`src/rtl/uart_tx_arb.sv`:
```
// rtl/uart_tx_arb.sv - two-requester frame-locked arbiter feeding one UART transmitter byte stream
// A requester owns the transmitter from its first byte until its last byte drains, or until it idles too long.
module uart_tx_arb #(
  parameter int TIMEOUT = 1024,
  parameter int CW      = 16
) (
  input  logic          clk,
  input  logic          rst,
  input  logic [1:0]    rq_valid,
  input  logic [7:0]    rq_data0,
  input  logic [7:0]    rq_data1,
  input  logic [1:0]    rq_last,
  output logic [1:0]    rq_ready,
  output logic          tx_valid,
  output logic [7:0]    tx_data,
  input  logic          tx_ready,
  output logic [1:0]    grant,
  output logic          busy,
  output logic          err_timeout,
  output logic [CW-1:0] frame_cnt
);

  typedef enum logic [1:0] {
    S_IDLE  = 2'd0,
    S_LOCK  = 2'd1,
    S_DRAIN = 2'd2
  } state_t;

  state_t        state_q, state_d;
  logic          owner_q, owner_d;
  logic          last_q, last_d;
  logic          forced_q, forced_d;
  logic [1:0]    grant_q, grant_d;
  logic          tx_valid_q, tx_valid_d;
  logic [7:0]    tx_data_q, tx_data_d;
  logic          err_q, err_d;
  logic [CW-1:0] frame_cnt_q, frame_cnt_d;
  logic [CW-1:0] to_cnt_q, to_cnt_d;

  logic          win;
  logic          own_valid;
  logic          own_last;
  logic [7:0]    own_data;
  logic          own_rdy;

  assign own_valid = rq_valid[owner_q];
  assign own_last  = rq_last[owner_q];
  assign own_data  = owner_q ? rq_data1 : rq_data0;
  assign own_rdy   = !tx_valid_q || tx_ready;
  // With both requesting, the one not granted last time wins.
  assign win       = (rq_valid == 2'b11) ? ~last_q : rq_valid[1];

  always_ff @(posedge clk) begin
    if (rst) begin
      state_q     <= S_IDLE;
      owner_q     <= 1'b0;
      last_q      <= 1'b1;
      forced_q    <= 1'b0;
      grant_q     <= 2'b00;
      tx_valid_q  <= 1'b0;
      tx_data_q   <= 8'h00;
      err_q       <= 1'b0;
      frame_cnt_q <= '0;
      to_cnt_q    <= '0;
    end else begin
      state_q     <= state_d;
      owner_q     <= owner_d;
      last_q      <= last_d;
      forced_q    <= forced_d;
      grant_q     <= grant_d;
      tx_valid_q  <= tx_valid_d;
      tx_data_q   <= tx_data_d;
      err_q       <= err_d;
      frame_cnt_q <= frame_cnt_d;
      to_cnt_q    <= to_cnt_d;
    end
  end

  always_comb begin
    state_d     = state_q;
    owner_d     = owner_q;
    last_d      = last_q;
    forced_d    = forced_q;
    grant_d     = grant_q;
    tx_valid_d  = tx_valid_q && !tx_ready;
    tx_data_d   = tx_data_q;
    err_d       = 1'b0;
    frame_cnt_d = frame_cnt_q;
    to_cnt_d    = to_cnt_q;
    rq_ready    = 2'b00;

    case (state_q)
      S_IDLE: begin
        if (|rq_valid) begin
          owner_d  = win;
          grant_d  = win ? 2'b10 : 2'b01;
          to_cnt_d = '0;
          forced_d = 1'b0;
          state_d  = S_LOCK;
        end
      end

      S_LOCK: begin
        rq_ready[owner_q] = own_rdy;
        if (own_valid && own_rdy) begin
          tx_data_d  = own_data;
          tx_valid_d = 1'b1;
          to_cnt_d   = '0;
          if (own_last) state_d = S_DRAIN;
        end else if (!own_valid) begin
          // Only an idle owner ages the lock; a downstream stall never does.
          if (to_cnt_q == CW'(TIMEOUT - 1)) begin
            err_d    = 1'b1;
            forced_d = 1'b1;
            to_cnt_d = '0;
            state_d  = S_DRAIN;
          end else begin
            to_cnt_d = to_cnt_q + CW'(1);
          end
        end
      end

      S_DRAIN: begin
        if (!tx_valid_q) begin
          state_d  = S_IDLE;
          grant_d  = 2'b00;
          last_d   = owner_q;
          forced_d = 1'b0;
          if (!forced_q) frame_cnt_d = frame_cnt_q + CW'(1);
        end
      end

      default: state_d = S_IDLE;
    endcase
  end

  assign tx_valid    = tx_valid_q;
  assign tx_data     = tx_data_q;
  assign grant       = grant_q;
  assign busy        = (state_q != S_IDLE);
  assign err_timeout = err_q;
  assign frame_cnt   = frame_cnt_q;

endmodule

```
`config.mk`:
```
export PLATFORM = sky130hd
export DESIGN_NAME = uart_tx_arb
export DESIGN_NICKNAME = d
export VERILOG_FILES = /design/src/rtl/uart_tx_arb.sv
export SDC_FILE = /design/constraint.sdc
export NUM_CORES = 1
export LEC_CHECK = 0
export BUFFER_PORTS_ARGS = -buffer_cell sky130_fd_sc_hd__buf_2
export CORE_MARGIN = 2
export CORE_UTILIZATION = 35
export CTS_CLUSTER_DIAMETER = 100
export DETAILED_ROUTE_END_ITERATION = 8
export PLACE_DENSITY = 0.65
export SLEW_MARGIN = 25
export SYNTH_ARGS = -nofsm -noshare
export SYNTH_HDL_FRONTEND = slang
export SYNTH_SLANG_ARGS = --single-unit
```
`constraint.sdc`:
```
create_clock -name clk -period 2.82 [get_ports clk]
set_clock_uncertainty 0.05 [all_clocks]
set_input_delay 0.846 -clock clk [delete_from_list [all_inputs] [get_ports clk]]
set_output_delay 0.846 -clock clk [all_outputs]
set_load 0.02 [all_outputs]
```
== Yosys cells after proc, flatten, opt, wreduce, memory -nomap -nowiden ==
Index checks and enable logic that the tools add are counted.

* Bitwise gates (word level): 5
* Reductions and logical operators: 21
* $add $sub $neg: 2
* Multiplexer cells: 33
* $lt $le $gt $ge: 2
* Eq/ne operators: 12

{| class="wikitable"
|+ Operators with widths
! operator !! number
|-
| $mux W16 || 4
|-
| $add A16 B1 Y16 const B || 2
|-
| $pmux W16 S2 || 1
|-
| $mux W2 || 9
|-
| $eq A16 B10 Y1 const B || 1
|-
| $mux W1 || 14
|-
| $ne A2 B2 Y1 const B || 5
|-
| $ne A3 B3 Y1 const B || 3
|-
| $reduce_and A3 Y1 || 3
|-
| $mux W8 || 1
|-
| $pmux W2 S3 || 1
|-
| $reduce_and A2 Y1 || 3
|-
| $reduce_and A6 Y1 || 1
|-
| $reduce_bool A2 Y1 || 3
|-
| $reduce_and A5 Y1 || 1
|-
| $eq A2 B2 Y1 const B || 2
|-
| $not A1 Y1 || 4
|-
| $pmux W2 S2 || 1
|-
| $reduce_or A4 Y1 || 1
|-
| $logic_and A1 B1 Y1 || 3
|-
| $pmux W1 S3 || 1
|-
| $reduce_bool A3 Y1 || 1
|-
| $and A2 B2 Y2 || 1
|-
| $eq A2 B1 Y1 const B || 1
|-
| other kinds (7) || 8
|}

* Output and inout port bits: 31
* Register bits: 49
* Input port bits: 23

== Logic depth before layout (Yosys ltp) ==
Gate-level depths: netlist of the first run.

* Word-level depth: 6
* Gate-level depth with buffers: 7

== Worst setup path before layout of the first run ==
OpenSTA, ideal clock, no wires.

* Path kind: input to register
* From: input port rq_valid[0]
* To: register to_cnt_q[7]
* Library setup time: 0.120 ns
* Stages: 5
* Arrival time: 2.147 ns
* Path buffers: 0
* Required time: 2.650 ns
* Slack: 0.503 ns
* Cell sequence: mux2_4 a311oi_4 nand3_2 and3_1 a211o_1

* Cells in the longest elaborated chain, start to end: 5
* Elaborated cells on any way between the ends: 9
* Classes of those cells: eq/ne: 2; mux: 4; reduce/logical: 3

{| class="wikitable"
|+ Ends and longest elaborated chain
! element !! RTL line !! text
|-
| from (decl) || 9 || <nowiki>input logic [1:0] rq_valid,</nowiki>
|-
| $mux W1 (implied by the code) (2 in series) || 46 || <nowiki>assign own_valid = rq_valid[owner_q];</nowiki>
|-
| $logic_and A1 B1 Y1 || 105 || <nowiki>if (own_valid && own_rdy) begin</nowiki>
|-
| $ne A3 B3 Y1 (no line) or $mux W16 (tied branches) || -- ||
|-
| $reduce_and A3 Y1 (no line) or $pmux W16 S2 (tied branches) || -- ||
|-
| to (signal assigned) || 75 || <nowiki>to_cnt_q <= to_cnt_d;</nowiki>
|-
| to (decl) || 38 || <nowiki>logic [CW-1:0] to_cnt_q, to_cnt_d;</nowiki>
|}

Several ways; a longest one is shown, not always the timed one. The select of a mux whose other input is x is not followed.
A chain may end at the register's enable or synchronous reset.

== Worst setup path after layout of the first run ==
* From: register state_q[0]
* To: output port rq_ready[1]

* Cells in the longest elaborated chain, start to end: 2

{| class="wikitable"
|+ Ends and longest elaborated chain
! element !! RTL line !! text
|-
| from (decl) || 29 || <nowiki>state_t state_q, state_d;</nowiki>
|-
| from (signal assigned) || 66 || <nowiki>state_q <= state_d;</nowiki>
|-
| $eq A2 B1 Y1 || 92 || <nowiki>case (state_q)</nowiki>
|-
| $mux W2 || 92 ||
|-
| to (decl) || 13 || <nowiki>output logic [1:0] rq_ready,</nowiki>
|}

No other way between the ends.

==> run_results.csv, run 1 <==
group,metric,value,unit
cts,cts_buffers,5,
synth,yosysWarnings,0,
setup_path,critical_path_buffers_and_inverters,1,
layout,antennaDiodeCount,0,
synth,synth.yosys.seq_area_share,41.3,%
cts,clk_pin_slew_worst_paths,0.09,ns
layout,finalNetCount,356,
synth,synth_top_cell_by_area,"sky130_fd_sc_hd__dfxtp_1",
setup_path,reg2reg_setup_slack,0.64,ns
timing,layout_min_cycle_time,2.51,ns
setup_path,crit_fanout,10,
synth,netlist.area_leader.share,41.3,%
synth,number_of_cells_produced_by_synthesis,275,
setup_path,worstSetupStartpoint,"state_q[0]",
flow_run,drv.max_cap_violation_count,0,
setup_path,critical_path.max_stage_delay,0.60,ns
detailed_routing,detail-route-antenna-nets,0,
detailed_routing,detail_route.iter0.violations,104,
place,gp_congestion,0.812,
timing,post-route-period-util,88.9,%
setup_path,r2r_start,"to_cnt_q[0]",
cts,root_buffer,"sky130_fd_sc_hd__clkbuf_8",
status,status,"complete, no violations",
layout,layoutNonFillerInstCount,412,
cts,htree_levels,2,
synth,synth_edf_count,0,
worst_hold_path,holdCritPathClass,"reg2reg",
setup_path,setup.worst_path.class,"reg2out",
floorplan,num_io_pins,54,
global_routing,via_count_of_the_first_global_routing_pass,1951,
place,count_of_input_and_output_buffers,53,
floorplan,rows,30,
timing,max_clock_freq,399,MHz
detailed_routing,viasPerCell,5.19,
detailed_routing,post-route-drc-count,0,
setup_path,critPathCaptureType,"output port",
floorplan,die-height,86.4,um
cts,cts.repair.resized,0,
timing,slew_viol_final,0,
timing,rsz0062_at_grt,"false",
layout,fillers,703,
timing,final-setup-viol-count,0,
timing,fin_tns_setup,0,ns
setup_path,arrival,1.61,ns
setup_path,critical-path-slowest-cell,"sky130_fd_sc_hd__dfxtp_1",
global_routing,global_route.usage.total,14.3,%
detailed_routing,drt-total-wl,5190,um
floorplan,die_w,86.4,um
timing,timing.max_slew.rel_slack,54.5,%
floorplan,start_util,35.6,%
cts,tritoncts,"yes",
cts,clk-insertion-delay-late,0.29,ns
synth,synth-main-ff-cell,"sky130_fd_sc_hd__dfxtp_1",
synth,post_synth.cell_area_avg,8.64,um2
global_routing,grt_pass1_wl,8850,um
setup_path,critPathTopFamily,"flip-flops",
timing,tightestPinTransition,0.680,ns
worst_hold_path,hold_path.startpoint,"grant[1]",
place,place_inst,404,
floorplan,dieArea,0.00747,mm2
cts,clock-sinks,49,
global_routing,antenna_violations_before_repair,0,
cts,clock_tree.buffer_depth,2,
setup_path,timing.critical_path.required,1.92,ns
global_routing,overflow_left_after_global_routing,0,
detailed_routing,dr_wl_cell,12.6,um
pwr,p_leak,1.13,nW
cts,cts_setup_buffers,0,
synth,synthDistinctLibCells,42,
timing,finalHoldViolations,0,
synth,postSynthRegisterBits,49,
pwr,powerDensity,468,mW/mm2
timing,hold_slack,0.424,ns
setup_path,worstPathCellList,"nor2b_1 > and3_1 > buf_2",
setup_path,crit_path_start_kind,"register",
detailed_routing,routed-via-count,2140,
cts,hold_buffers,0,
pwr,vdd.ir_drop.worst,0.276,mV
global_routing,largest_net_degree_at_the_start_of_global_routing,30,
synth,synthArstFlopShare,0,%
detailed_routing,dr.pass1.iters,4,
synth,synth.cell_area,0.00238,mm2
place,hpwl_after_detailed_placement,3810,um
floorplan,core,0.00668,mm2
layout,area_growth_syn_to_layout,18.4,%
synth,synthesis.nets,300,
layout,share_of_layout_cells_above_drive_strength_1,22.6,%
synth,yosys-top-cells-area,"sky130_fd_sc_hd__dfxtp_1 41%, sky130_fd_sc_hd__nor2_1 5.5%, sky130_fd_sc_hd__mux2i_1 4.2%",
## metal layers
layer | wire length, um | GRT usage, %
met3 | 211 | 3.14
met1 | 2620 | 20.2
met2 | 2320 | 21.9
met4 | 31 | 4.26
met5 | 0 | 0
## cell families (layout without fill, tap and decap cells)
kind of cell | after synthesis | in the layout | synth area share, %
adder cells (fa/ha/maj) | 2 | 2 | 1.05
XOR/XNOR | 15 | 15 | 5.53
multiplexers | 11 | 11 | 4.84
AO/OA/AOI/OAI | 52 | 52 | 14.8
AND/OR/NAND/NOR | 129 | 129 | 28.8
flip-flops | 49 | 49 | 41.3
buffers and inverters | 17 | 74 | 3.63
## stage by stage
stage	area [um2]	util, %	power [mW]	worst slack [ns]
global route	2810	42.1	1.38	0.246
floorplan	2380	-	0.879	0.503
global placement	2730	40.9	0.937	0.371
detailed placement	2730	40.9	0.939	0.315
finish	2810	42.1	1.32	0.314
CTS	2810	42.1	1.34	0.316
## state kept, by name, summed over array words and instances (netlist names)
signal and cells:
to_cnt_q 16, owner_q 1, state_q 2, last_q 1
tx_data 8, grant 2, err_timeout 1, forced_q 1
frame_cnt 16, tx_valid 1
## worst paths after layout
kind	to	depth (start not counted)
hold / removal	grant[1]	2
hold reg to reg	grant[1]	2
setup reg to reg	to_cnt_q[7]	7
setup / recovery	rq_ready[1]	3
## worst register-to-register path: cells and delay by family (launching register included)
kind	cells	cell delay, ns
compound gates	1	0.26
fa+ha+maj	1	0.25
buf+inv	1	0.18
flops	1	0.43
simple gates	4	0.91
## report_power, final
part / leakage, nW / switching [mW] / internal (mW)
combinational: 0.686 / 0.111 / 0.0764
clock: 0.0450 / 0.224 / 0.172
sequential: 0.397 / 0.0219 / 0.712
total: 1.13 / 0.358 / 0.961
## final cells by class
class / instances / area (um2) / share of cell area [%]
clock buffers: 6 / 72.6 / 2.58
multi-input cells: 209 / 1310 / 46.6
inverters: 6 / 22.5 / 0.800
well taps: 80 / 100 / 3.56
repair buffers: 60 / 318 / 11.3
flip-flops and latches: 49 / 981 / 34.9
clock inverters: 2 / 10.0 / 0.356
## synth_stat cells, types with 4 or more instances
library cell               instances
sky130_fd_sc_hd__dfxtp_1          49
sky130_fd_sc_hd__nor2_1           35
sky130_fd_sc_hd__nand2_1          23
sky130_fd_sc_hd__a21oi_1          14
sky130_fd_sc_hd__nor3_1           12
sky130_fd_sc_hd__nand3_1          11
sky130_fd_sc_hd__nand4_1          11
sky130_fd_sc_hd__mux2i_1          10
sky130_fd_sc_hd__o21ai_0           9
sky130_fd_sc_hd__a211oi_1          8
sky130_fd_sc_hd__and3_1            8
sky130_fd_sc_hd__xnor2_1           8
sky130_fd_sc_hd__xor2_1            7
sky130_fd_sc_hd__inv_1             6
sky130_fd_sc_hd__nor2b_1           5
sky130_fd_sc_hd__o31ai_1           5
sky130_fd_sc_hd__a31oi_1           4
sky130_fd_sc_hd__clkbuf_1          4
sky130_fd_sc_hd__nor3b_1           4
sky130_fd_sc_hd__or3_1             4
## placed cells by master, fill, tap and decap left out, types with 8 or more instances in the layout
master                     netlist  layout
sky130_fd_sc_hd__and3_1          8       8
sky130_fd_sc_hd__o21ai_0         9       9
sky130_fd_sc_hd__xnor2_1         8       8
sky130_fd_sc_hd__dfxtp_1        49      49
sky130_fd_sc_hd__nor3_1         12      12
sky130_fd_sc_hd__mux2i_1        10      10
sky130_fd_sc_hd__a211oi_1        8       8
sky130_fd_sc_hd__a21oi_1        14      14
sky130_fd_sc_hd__nor2_1         35      35
sky130_fd_sc_hd__nand3_1        11      11
sky130_fd_sc_hd__nand4_1        11      11
sky130_fd_sc_hd__buf_2           3      53
sky130_fd_sc_hd__nand2_1        23      23
(Power assumes the default switching activity.)
==> inputs of run 2 (changes only) <==
==> constraint.sdc (replaced) <==
create_clock -name clk -period 2.82 [get_ports clk]
set_clock_uncertainty 0.05 [all_clocks]
set_input_delay 0.846 -clock clk [delete_from_list [all_inputs] [get_ports clk]]
set_output_delay 0.846 -clock clk [all_outputs]
set_load 0.005 [all_outputs]
==> run_results.csv, run 2 (synthesis results as in run 1) <==
group,metric,value,unit
timing,finalHoldViolations,0,
detailed_routing,detail-route-antenna-nets,0,
timing,finalWorstSetupSlack,0.401,ns
global_routing,largest_net_degree_at_the_start_of_global_routing,34,
layout,antennaDiodeCount,0,
floorplan,die-height,86.4,um
layout,layout_commonest_cell,"sky130_fd_sc_hd__buf_2",
setup_path,worst_flop_to_flop_path_endpoint,"to_cnt_q[5]",
floorplan,rows,30,
setup_path,crit_path_start_kind,"register",
global_routing,grt_pass1_wl,8350,um
setup_path,r2r_start,"tx_valid",
place,count_of_input_and_output_buffers,53,
pwr,p_leak,1.13,nW
status,status,"complete, no violations",
pwr,powerDensity,488,mW/mm2
layout,finalNetCount,355,
detailed_routing,detail_route.iter0.violations,94,
detailed_routing,post-route-drc-count,0,
cts,root_buffer,"sky130_fd_sc_hd__clkbuf_8",
timing,rsz0062_at_grt,"false",
timing,max_clock_freq,413,MHz
cts,clk-insertion-delay-late,0.30,ns
setup_path,critPathCaptureType,"output port",
cts,clock_tree.buffer_depth,2,
setup_path,r2r_cell_count,5,
floorplan,num_io_pins,54,
setup_path,crit_fanout,10,
global_routing,overflow_left_after_global_routing,0,
floorplan,dieArea,0.00747,mm2
setup_path,arrival,1.52,ns
place,worst_slack_at_placement,0.316,ns
timing,tightestPinTransition,0.699,ns
global_routing,via_count_of_the_first_global_routing_pass,1859,
timing,post-route-period-util,85.8,%
floorplan,start_util,35.6,%
timing,hold_slack,0.423,ns
detailed_routing,dr.pass1.iters,4,
pwr,vdd.ir_drop.worst,0.249,mV
detailed_routing,routed-via-count,2148,
place,hpwl_after_detailed_placement,3730,um
worst_hold_path,worstHoldEndpoint,"grant[1]",
detailed_routing,dr_wl_cell,12.7,um
detailed_routing,drt-total-wl,5190,um
worst_hold_path,holdCritPathClass,"reg2reg",
global_routing,antenna_violations_before_repair,0,
setup_path,reg2reg_setup_slack,0.70,ns
cts,hold_buffers,0,
cts,cts_buffers,5,
place,gp_congestion,0.848,
timing,final-setup-viol-count,0,
flow_run,drv.max_cap_violation_count,0,
cts,clk_pin_slew_worst_paths,0.09,ns
pwr,total_power,1.38,mW
floorplan,die_w,86.4,um
cts,cts.repair.resized,0,
layout,layout_common_cells,"53 x sky130_fd_sc_hd__buf_2, 49 x sky130_fd_sc_hd__dfxtp_1, 35 x sky130_fd_sc_hd__nor2_1",
layout,share_of_layout_cells_above_drive_strength_1,22.4,%
timing,layout_min_cycle_time,2.42,ns
setup_path,timing.critical_path.required,1.92,ns
cts,htree_levels,2,
floorplan,core,0.00668,mm2
cts,clock-sinks,49,
timing,timing.max_slew.rel_slack,53.3,%
worst_hold_path,hold_path.startpoint,"grant[1]",
cts,cts_setup_buffers,0,
layout,area_growth_syn_to_layout,18.9,%
global_routing,global_route.usage.total,13.7,%
timing,slew_viol_final,0,
setup_path,setup.worst_path.class,"reg2out",
detailed_routing,viasPerCell,5.24,
cts,tritoncts,"yes",
worst_hold_path,whs_path_depth,2,
timing,fin_tns_setup,0,ns
run 2: layer usage:
metal / vias up / track usage, % / share of wire, %
met4: 0 / 4.12 / 0.94
met5: - / 0 / 0
met3: 5 / 3.43 / 4.2
li1: 1106 / - / -
met1: 985 / 18.0 / 51
met2: 52 / 22.2 / 43
run 2: layout make-up:
class / instances / area [um2]
Fill cell: 660 / 3850
Multi-Input combinational cell: 209 / 1310
Sequential cell: 49 / 981
Timing Repair Buffer: 59 / 310
Tap cell: 80 / 100
Clock buffer: 5 / 68.8
Clock inverter: 2 / 35.0
Inverter: 6 / 22.5
run 2: power by group:
part	leakage (nW)	internal [mW]	total (mW)	switching [mW]
Clock	0.0540	0.258	0.483	0.225
Sequential	0.397	0.712	0.733	0.0212
Combinational	0.681	0.0740	0.164	0.0901
run 2: worst max-delay path, stage by stage, from the launching register on:
cell	delay (ns)
sky130_fd_sc_hd__dfxtp_1	0.60
sky130_fd_sc_hd__nor2b_1	0.32
sky130_fd_sc_hd__and3_1	0.19
sky130_fd_sc_hd__buf_2	0.11
run 2: how the worst max path moves through the flow:
stage                     start          end  slack [ns]  cells past startpoint
floorplan           rq_valid[0]  to_cnt_q[7]        0.50                      5
global placement    rq_valid[1]  to_cnt_q[5]        0.33                      6
detailed placement  rq_valid[1]  to_cnt_q[5]        0.32                      6
CTS                  state_q[0]  rq_ready[1]        0.39                      3
global route         state_q[0]  rq_ready[1]        0.27                      3
finish               state_q[0]  rq_ready[1]        0.40                      3
run 2: per-stage QoR:
step                instance area, um2  util (%)  std cells
floorplan                         2380         -        275
global placement                  2720      40.8        403
detailed placement                2720      40.8        403
CTS                               2830      42.3        410
global route                      2830      42.3        410
finish                            2830      42.3        410
